<file path="config.mk">
export PLATFORM = sky130hd
export DESIGN_NAME = write_buffer
export DESIGN_NICKNAME = d
export VERILOG_FILES = /design/src/rtl/write_buffer.sv
export SDC_FILE = /design/constraint.sdc
export NUM_CORES = 2
export LEC_CHECK = 0
export ABC_CLOCK_PERIOD_IN_PS = 23900
export BUFFER_PORTS_ARGS = -buffer_cell sky130_fd_sc_hd__buf_2
export CAP_MARGIN = 5
export CORE_MARGIN = 3
export CORE_UTILIZATION = 35
export CTS_CLUSTER_DIAMETER = 150
export DETAILED_ROUTE_END_ITERATION = 10
export GPL_TIMING_DRIVEN = 0
export PLACE_DENSITY = 0.54
export SLEW_MARGIN = 20
export SYNTH_ARGS = -nofsm -noshare
export SYNTH_HDL_FRONTEND = slang
export SYNTH_SLANG_ARGS = --single-unit
</file>
<file path="constraint.sdc">
create_clock -name clk -period 23.9 [get_ports clk]
set_input_delay 4.78 -clock clk [delete_from_list [all_inputs] [get_ports clk]]
set_output_delay 4.78 -clock clk [all_outputs]
set_load 0.01 [all_outputs]
</file>
<file path="src/rtl/write_buffer.sv">
// -----------------------------------------------------------------------------
// write_buffer
//   Posted write buffer between a cache and main memory. Dirty-line evictions
//   are queued in a small circular FIFO and drained to memory one line at a
//   time with a valid/ack handshake. Pushes to a line that is already queued
//   (and not currently being written) coalesce in place. Line-fill reads look
//   the buffer up combinationally so the cache never reads stale memory.
//
//   Ports
//     clk, rst_n              clock, synchronous active-low reset
//     write_buffer_en         push request (evicted dirty line)
//     addr_to_write_buffer    push address, bits [3:0] ignored
//     data_to_write_buffer    push line data
//     wb_full / wb_empty      occupancy flags from the registered count
//     wb_overflow             sticky: a push was dropped while full
//     read_main_memory_en     line-fill lookup request
//     addr_to_main_memory     lookup address, bits [3:0] ignored
//     fwd_hit / fwd_data      lookup result (data zero on miss)
//     wr_mem_en               memory write request (drain FSM in WRITE)
//     addr_to_mem/data_to_mem head entry presented to memory (zero when idle)
//     mem_ack                 memory accepts the presented write
// -----------------------------------------------------------------------------
module write_buffer #(
   parameter int DEPTH           = 4,
   parameter int ADDR_WIDTH      = 32,
   parameter int CACHELINE_WIDTH = 128
) (
   input  logic                       clk,
   input  logic                       rst_n,
   input  logic                       write_buffer_en,
   input  logic [ADDR_WIDTH-1:0]      addr_to_write_buffer,
   input  logic [CACHELINE_WIDTH-1:0] data_to_write_buffer,
   output logic                       wb_full,
   output logic                       wb_empty,
   output logic                       wb_overflow,
   input  logic                       read_main_memory_en,
   input  logic [ADDR_WIDTH-1:0]      addr_to_main_memory,
   output logic                       fwd_hit,
   output logic [CACHELINE_WIDTH-1:0] fwd_data,
   output logic                       wr_mem_en,
   output logic [ADDR_WIDTH-1:0]      addr_to_mem,
   output logic [CACHELINE_WIDTH-1:0] data_to_mem,
   input  logic                       mem_ack
);

   localparam int PTR_W  = (DEPTH > 1) ? $clog2(DEPTH) : 1;
   localparam int CNT_W  = PTR_W + 1;
   localparam int LINE_W = ADDR_WIDTH - 4;

   typedef enum logic {
      S_IDLE  = 1'b0,
      S_WRITE = 1'b1
   } state_e;

   // Entry storage. Only the valid bits are reset; line/data are qualified by
   // valid everywhere they are observed.
   logic [DEPTH-1:0]           valid_q;
   logic [LINE_W-1:0]          line_q [DEPTH];
   logic [CACHELINE_WIDTH-1:0] data_q [DEPTH];

   logic [PTR_W-1:0] head_q, head_d;
   logic [PTR_W-1:0] tail_q, tail_d;
   logic [CNT_W-1:0] count_q, count_d;
   logic             ovf_q, ovf_d;
   state_e           state_q, state_d;

   logic [LINE_W-1:0] push_line;
   logic [LINE_W-1:0] rd_line;
   logic              coal_hit;
   logic [PTR_W-1:0]  coal_idx;
   logic              push_alloc;
   logic              push_coal;
   logic              push_drop;
   logic              pop;
   logic [PTR_W-1:0]  fwd_idx;

   // Low address bits select a byte within the line and are not used here.
   logic unused_low_bits;
   assign unused_low_bits = ^{addr_to_write_buffer[3:0], addr_to_main_memory[3:0]};

   assign push_line = addr_to_write_buffer[ADDR_WIDTH-1:4];
   assign rd_line   = addr_to_main_memory[ADDR_WIDTH-1:4];

   assign wb_full     = (count_q == CNT_W'(DEPTH));
   assign wb_empty    = (count_q == '0);
   assign wb_overflow = ovf_q;
   assign wr_mem_en   = (state_q == S_WRITE);

   // The head is frozen while it is being written to memory, so it is never a
   // coalesce target in WRITE; a push to that line becomes a fresh entry.
   always_comb begin
      coal_hit = 1'b0;
      coal_idx = '0;
      for (int i = 0; i < DEPTH; i++) begin
         if (valid_q[i] && (line_q[i] == push_line) &&
             !((state_q == S_WRITE) && (PTR_W'(i) == head_q))) begin
            coal_hit = 1'b1;
            coal_idx = PTR_W'(i);
         end
      end
   end

   // Fullness is judged on the registered count: a pop on the same edge does
   // not make room for the push.
   assign push_coal  = write_buffer_en && coal_hit;
   assign push_alloc = write_buffer_en && !coal_hit && !wb_full;
   assign push_drop  = write_buffer_en && !coal_hit && wb_full;
   assign pop        = (state_q == S_WRITE) && mem_ack;

   always_comb begin
      head_d  = head_q;
      tail_d  = tail_q;
      count_d = count_q;
      ovf_d   = ovf_q;
      if (pop) begin
         head_d = head_q + PTR_W'(1);
      end
      if (push_alloc) begin
         tail_d = tail_q + PTR_W'(1);
      end
      case ({push_alloc, pop})
         2'b10:   count_d = count_q + CNT_W'(1);
         2'b01:   count_d = count_q - CNT_W'(1);
         default: count_d = count_q;
      endcase
      if (push_drop) begin
         ovf_d = 1'b1;
      end
   end

   // Drain FSM next state.
   always_comb begin
      state_d = state_q;
      case (state_q)
         S_IDLE: begin
            if (count_q != '0) begin
               state_d = S_WRITE;
            end
         end
         S_WRITE: begin
            if (mem_ack) begin
               state_d = (count_q > CNT_W'(1)) ? S_WRITE : S_IDLE;
            end
         end
         default: state_d = S_IDLE;
      endcase
   end

   always_ff @(posedge clk) begin
      if (!rst_n) begin
         head_q  <= '0;
         tail_q  <= '0;
         count_q <= '0;
         ovf_q   <= 1'b0;
         state_q <= S_IDLE;
      end else begin
         head_q  <= head_d;
         tail_q  <= tail_d;
         count_q <= count_d;
         ovf_q   <= ovf_d;
         state_q <= state_d;
      end
   end

   always_ff @(posedge clk) begin
      if (!rst_n) begin
         valid_q <= '0;
      end else begin
         if (pop) begin
            valid_q[head_q] <= 1'b0;
         end
         if (push_alloc) begin
            valid_q[tail_q] <= 1'b1;
         end
      end
   end

   always_ff @(posedge clk) begin
      if (push_alloc) begin
         line_q[tail_q] <= push_line;
         data_q[tail_q] <= data_to_write_buffer;
      end else if (push_coal) begin
         data_q[coal_idx] <= data_to_write_buffer;
      end
   end

   // Memory side: head entry, zero while idle.
   always_comb begin
      addr_to_mem = '0;
      data_to_mem = '0;
      if (state_q == S_WRITE) begin
         addr_to_mem = {line_q[head_q], 4'b0000};
         data_to_mem = data_q[head_q];
      end
   end

   // Forwarding: walk oldest to youngest so the youngest match wins. The head
   // being popped this cycle is still valid and still forwards.
   always_comb begin
      fwd_hit  = 1'b0;
      fwd_data = '0;
      fwd_idx  = head_q;
      if (read_main_memory_en) begin
         for (int k = 0; k < DEPTH; k++) begin
            fwd_idx = head_q + PTR_W'(k);
            if (valid_q[fwd_idx] && (line_q[fwd_idx] == rd_line)) begin
               fwd_hit  = 1'b1;
               fwd_data = data_q[fwd_idx];
            end
         end
      end
   end

endmodule
</file>
==> impl_metrics.tcl <==
set metrics [dict create \
    outcome "complete, no violations" \
    worstRegToRegCells 23 \
    fin_crit_sh_pct 59.5 \
    synthArstFlopShare_pct 0 \
    p_total_mw 4.10 \
    ant_nets 0 \
    rsz0062_at_grt "false" \
    grt_max_degree 21 \
    root_buffer "clkbuf_16" \
    cp-end-kind "primary output" \
    avgSynthCellArea_sq_um 15.1 \
    wl_per_cell_microns 32.9 \
    firstDrtPassIters 7 \
    r2r-start "head_q[0]$_SDFFE_PN0P_" \
    grt_pass1_vias 32200 \
    min_to "wb_overflow$_SDFFE_PN0P_" \
    netlist.area_leader.share_pct 43.2 \
    path_clk_slew_ns 0.06 \
    netSwitchingFraction_pct 34.5 \
    synth_cell_type_count 61 \
    first_iter_violations 3769 \
    max-cap-violations 0 \
    worst_r2r_endpoint "data_q[2][45]$_DFFE_PP_" \
    netlist_instances 2868 \
    cp_max_fo 10 \
    hold_depth 2 \
    num-nets-final 3710 \
    irDropWorstVdd_uv 60.2 \
    syn_area_sq_um 43400 \
    vias 32400 \
    rows 128 \
    drc 0 \
    dpl.hpwl_microns 129000 \
    yosysMostFrequentCell "edfxtp_1" \
    hold_viol 0 \
    grt_use_met2_pct 41.4 \
    coreArea_sq_um 123000 \
    post_cts_buffers 0 \
    min_path_type "reg2reg" \
    power.density_nw_per_um2 80.1 \
    place.gp.congestion 0.997 \
    cts.path.max_buffers 3 \
    grt_util_met3_pct 7.25 \
    gr-total-overflow 0 \
    numCtsBuffers 79 \
    die_h_microns 358 \
    synth_common_cells "edfxtp_1 (624), mux4_2 (566), xnor2_1 (182)" \
    p_switching_mw 1.41 \
    period_minus_slack_ns 14.21 \
    drive_gt1_share_pct 41.9 \
    setup_tns_ns 0 \
    ys_warn_count 0 \
    antenna_found_initial 40 \
    area.growth.synth_to_final_pct 18.0 \
    cts_tree "built" \
    clkPwrFrac_pct 29.0 \
    power_frac_comb_pct 37.2 \
    dieArea_sq_um 128000 \
    cts_resized 0 \
    clk-insertion-delay-late_ns 0.66 \
    post_cts_hold_buffer_count 0 \
    start_kind "primary input" \
    io_pins 490 \
    htree_levels 3 \
    min-delay-start "wb_overflow$_SDFFE_PN0P_" \
    tightest_slew_ns 1.19 \
    fmax_mhz 70.4 \
    synth_top_cell_by_area "edfxtp_1" \
    yosys-top-cells-area "edfxtp_1 (43%), mux4_2 (29%), a2111oi_2 (4.2%)" \
    start_util_pct 35.4 \
    synth_edf_count 624 \
    leakage_nw 16.5 \
    crit_type "in2out" \
    grt_most_used_layer "met2" \
    synth-main-ff-cell "edfxtp_1" \
    wirelength_microns 172000 \
    setup_viol 0 \
    vias_per_cell 6.22 \
    grtUsageTotal_pct 26.3 \
    clock_sinks 639 \
    required_ns 19.12 \
    drv_slew 0 \
    p_int_mw 2.69 \
    worstPathArrival_ns 9.43 \
    ys_ff_latch 639 \
    die_w_microns 358 \
    port_buffers 461 \
    pwr-share-seq_pct 33.8 \
    yosysSeqAreaShare_pct 43.9 \
    r2r_setup_slack_ns 17.12 \
    gr-usage-met1_pct 34.8 \
    skew_ns 0.0433 \
    slew_headroom_pct 20.9 \
    final.fill_count 11300 \
    grt_pass1_wl_microns 241000 \
]
-- cell type report --
cell class	instances	area (sq um)	share of cell area [%]
diodes	26	65.1	0.127
clock inverters	50	483	0.943
plain buffers	311	1380	2.69
clock buffers	92	2070	4.04
flip-flops and latches	639	19000	37.2
well taps	1625	2030	3.97
repair buffers	549	3130	6.11
multi-input cells	1762	22400	43.8
inverters	159	597	1.16
-- critical path, cell delays in order --
cell and delay [ns]:
clkbuf_1 0.31, xnor2_1 0.68, nand4_1 0.15, nor2_1 0.55
o2111ai_1 0.42, a41oi_1 0.41, buf_2 0.54, buf_2 0.39
a221oi_1 0.14, a2111oi_1 0.78, buf_2 0.27
-- routing by layer --
layer / vias up / part of all wire (%)
met5: - / 0.088
met4: 22 / 3.7
met3: 321 / 10
met2: 1798 / 47
met1: 16900 / 39
li1: 13400 / -
-- cells by family (layout without fill, tap and decap cells) --
| kind of cell | after synthesis | count (layout) | synth area share [%] |
|---|---|---|---|
| other | 1 | 30 | 0.00864 |
| buffers and inverters | 470 | 1161 | 4.52 |
| DFF | 639 | 639 | 43.9 |
| xor gates and xnor gates | 197 | 197 | 3.98 |
| and+or+nand+nor | 497 | 497 | 6.45 |
| AOI/OAI and AO/OA | 375 | 375 | 8.85 |
| adders and majority gates | 12 | 12 | 0.346 |
| muxes | 677 | 677 | 32.0 |
-- power by group through the flow --
stage | Clock, mW | Sequential, mW | Combinational (mW)
2_1_floorplan | 0 | 1.40 | 0.997
3_3_place_gp | 0 | 1.45 | 1.50
3_5_place_dp | 0 | 1.41 | 1.53
4_1_cts | 1.22 | 1.38 | 1.53
5_1_grt | 1.26 | 1.39 | 1.62
6_report | 1.19 | 1.39 | 1.53
-- state kept, by name, indices dropped and copies added (netlist names), named ones only --
signal and flops:
valid_q 4, head_q 2, data_q 512, wb_overflow 1
wr_mem_en 1, count_q 3, line_q 112, tail_q 2
-- layout by cell type, fill, tap and decap left out, types with 17 or more instances in the layout --
master | synthesis | final
inv_1 | 158 | 158
mux2_2 | 17 | 17
nand3_1 | 24 | 24
nor4_1 | 18 | 17
clkbuf_16 | 0 | 81
diode_2 | 0 | 26
o21ai_0 | 23 | 23
nor3_1 | 135 | 131
edfxtp_1 | 624 | 624
nand2_1 | 39 | 39
mux2i_1 | 93 | 93
buf_1 | 29 | 29
buf_6 | 3 | 21
nor2_1 | 17 | 17
and2_1 | 170 | 166
nand4_1 | 62 | 62
a221oi_1 | 129 | 129
clkbuf_1 | 179 | 181
a2111oi_2 | 120 | 120
clkinv_2 | 0 | 19
mux4_2 | 566 | 566
xnor2_1 | 182 | 182
buf_2 | 80 | 541
buf_4 | 20 | 84
-- how the worst max path moves through the flow --
| stage | endpoint | startpoint | slack [ns] |
|---|---|---|---|
| finish | fwd_data[125] | addr_to_main_memory[6] | 9.69 |
| global route | fwd_data[125] | addr_to_main_memory[6] | 9.58 |
| CTS | fwd_data[125] | addr_to_main_memory[6] | 9.68 |
| detailed placement | fwd_data[125] | addr_to_main_memory[6] | 9.70 |
| global placement | data_q[2][45]$_DFFE_PP_ | addr_to_write_buffer[30] | -4.51 |
| floorplan | data_q[1][0]$_DFFE_PP_ | addr_to_write_buffer[8] | 7.81 |
-- metrics by stage --
stage	setup slack (ns)	hold WS [ns]	utilization [%]	instance area (sq um)	std cells
final	9.69	0.492	41.8	51200	5213
after global routing	9.58	0.567	41.8	51200	5198
after CTS	9.68	0.494	41.7	51200	5186
after detailed placement	9.70	0.478	39.7	48600	5044
after global placement	-4.51	0.470	39.0	47800	4957
after floorplan	7.81	0.485	-	43400	2871
Power figures use the tool's default switching activity.
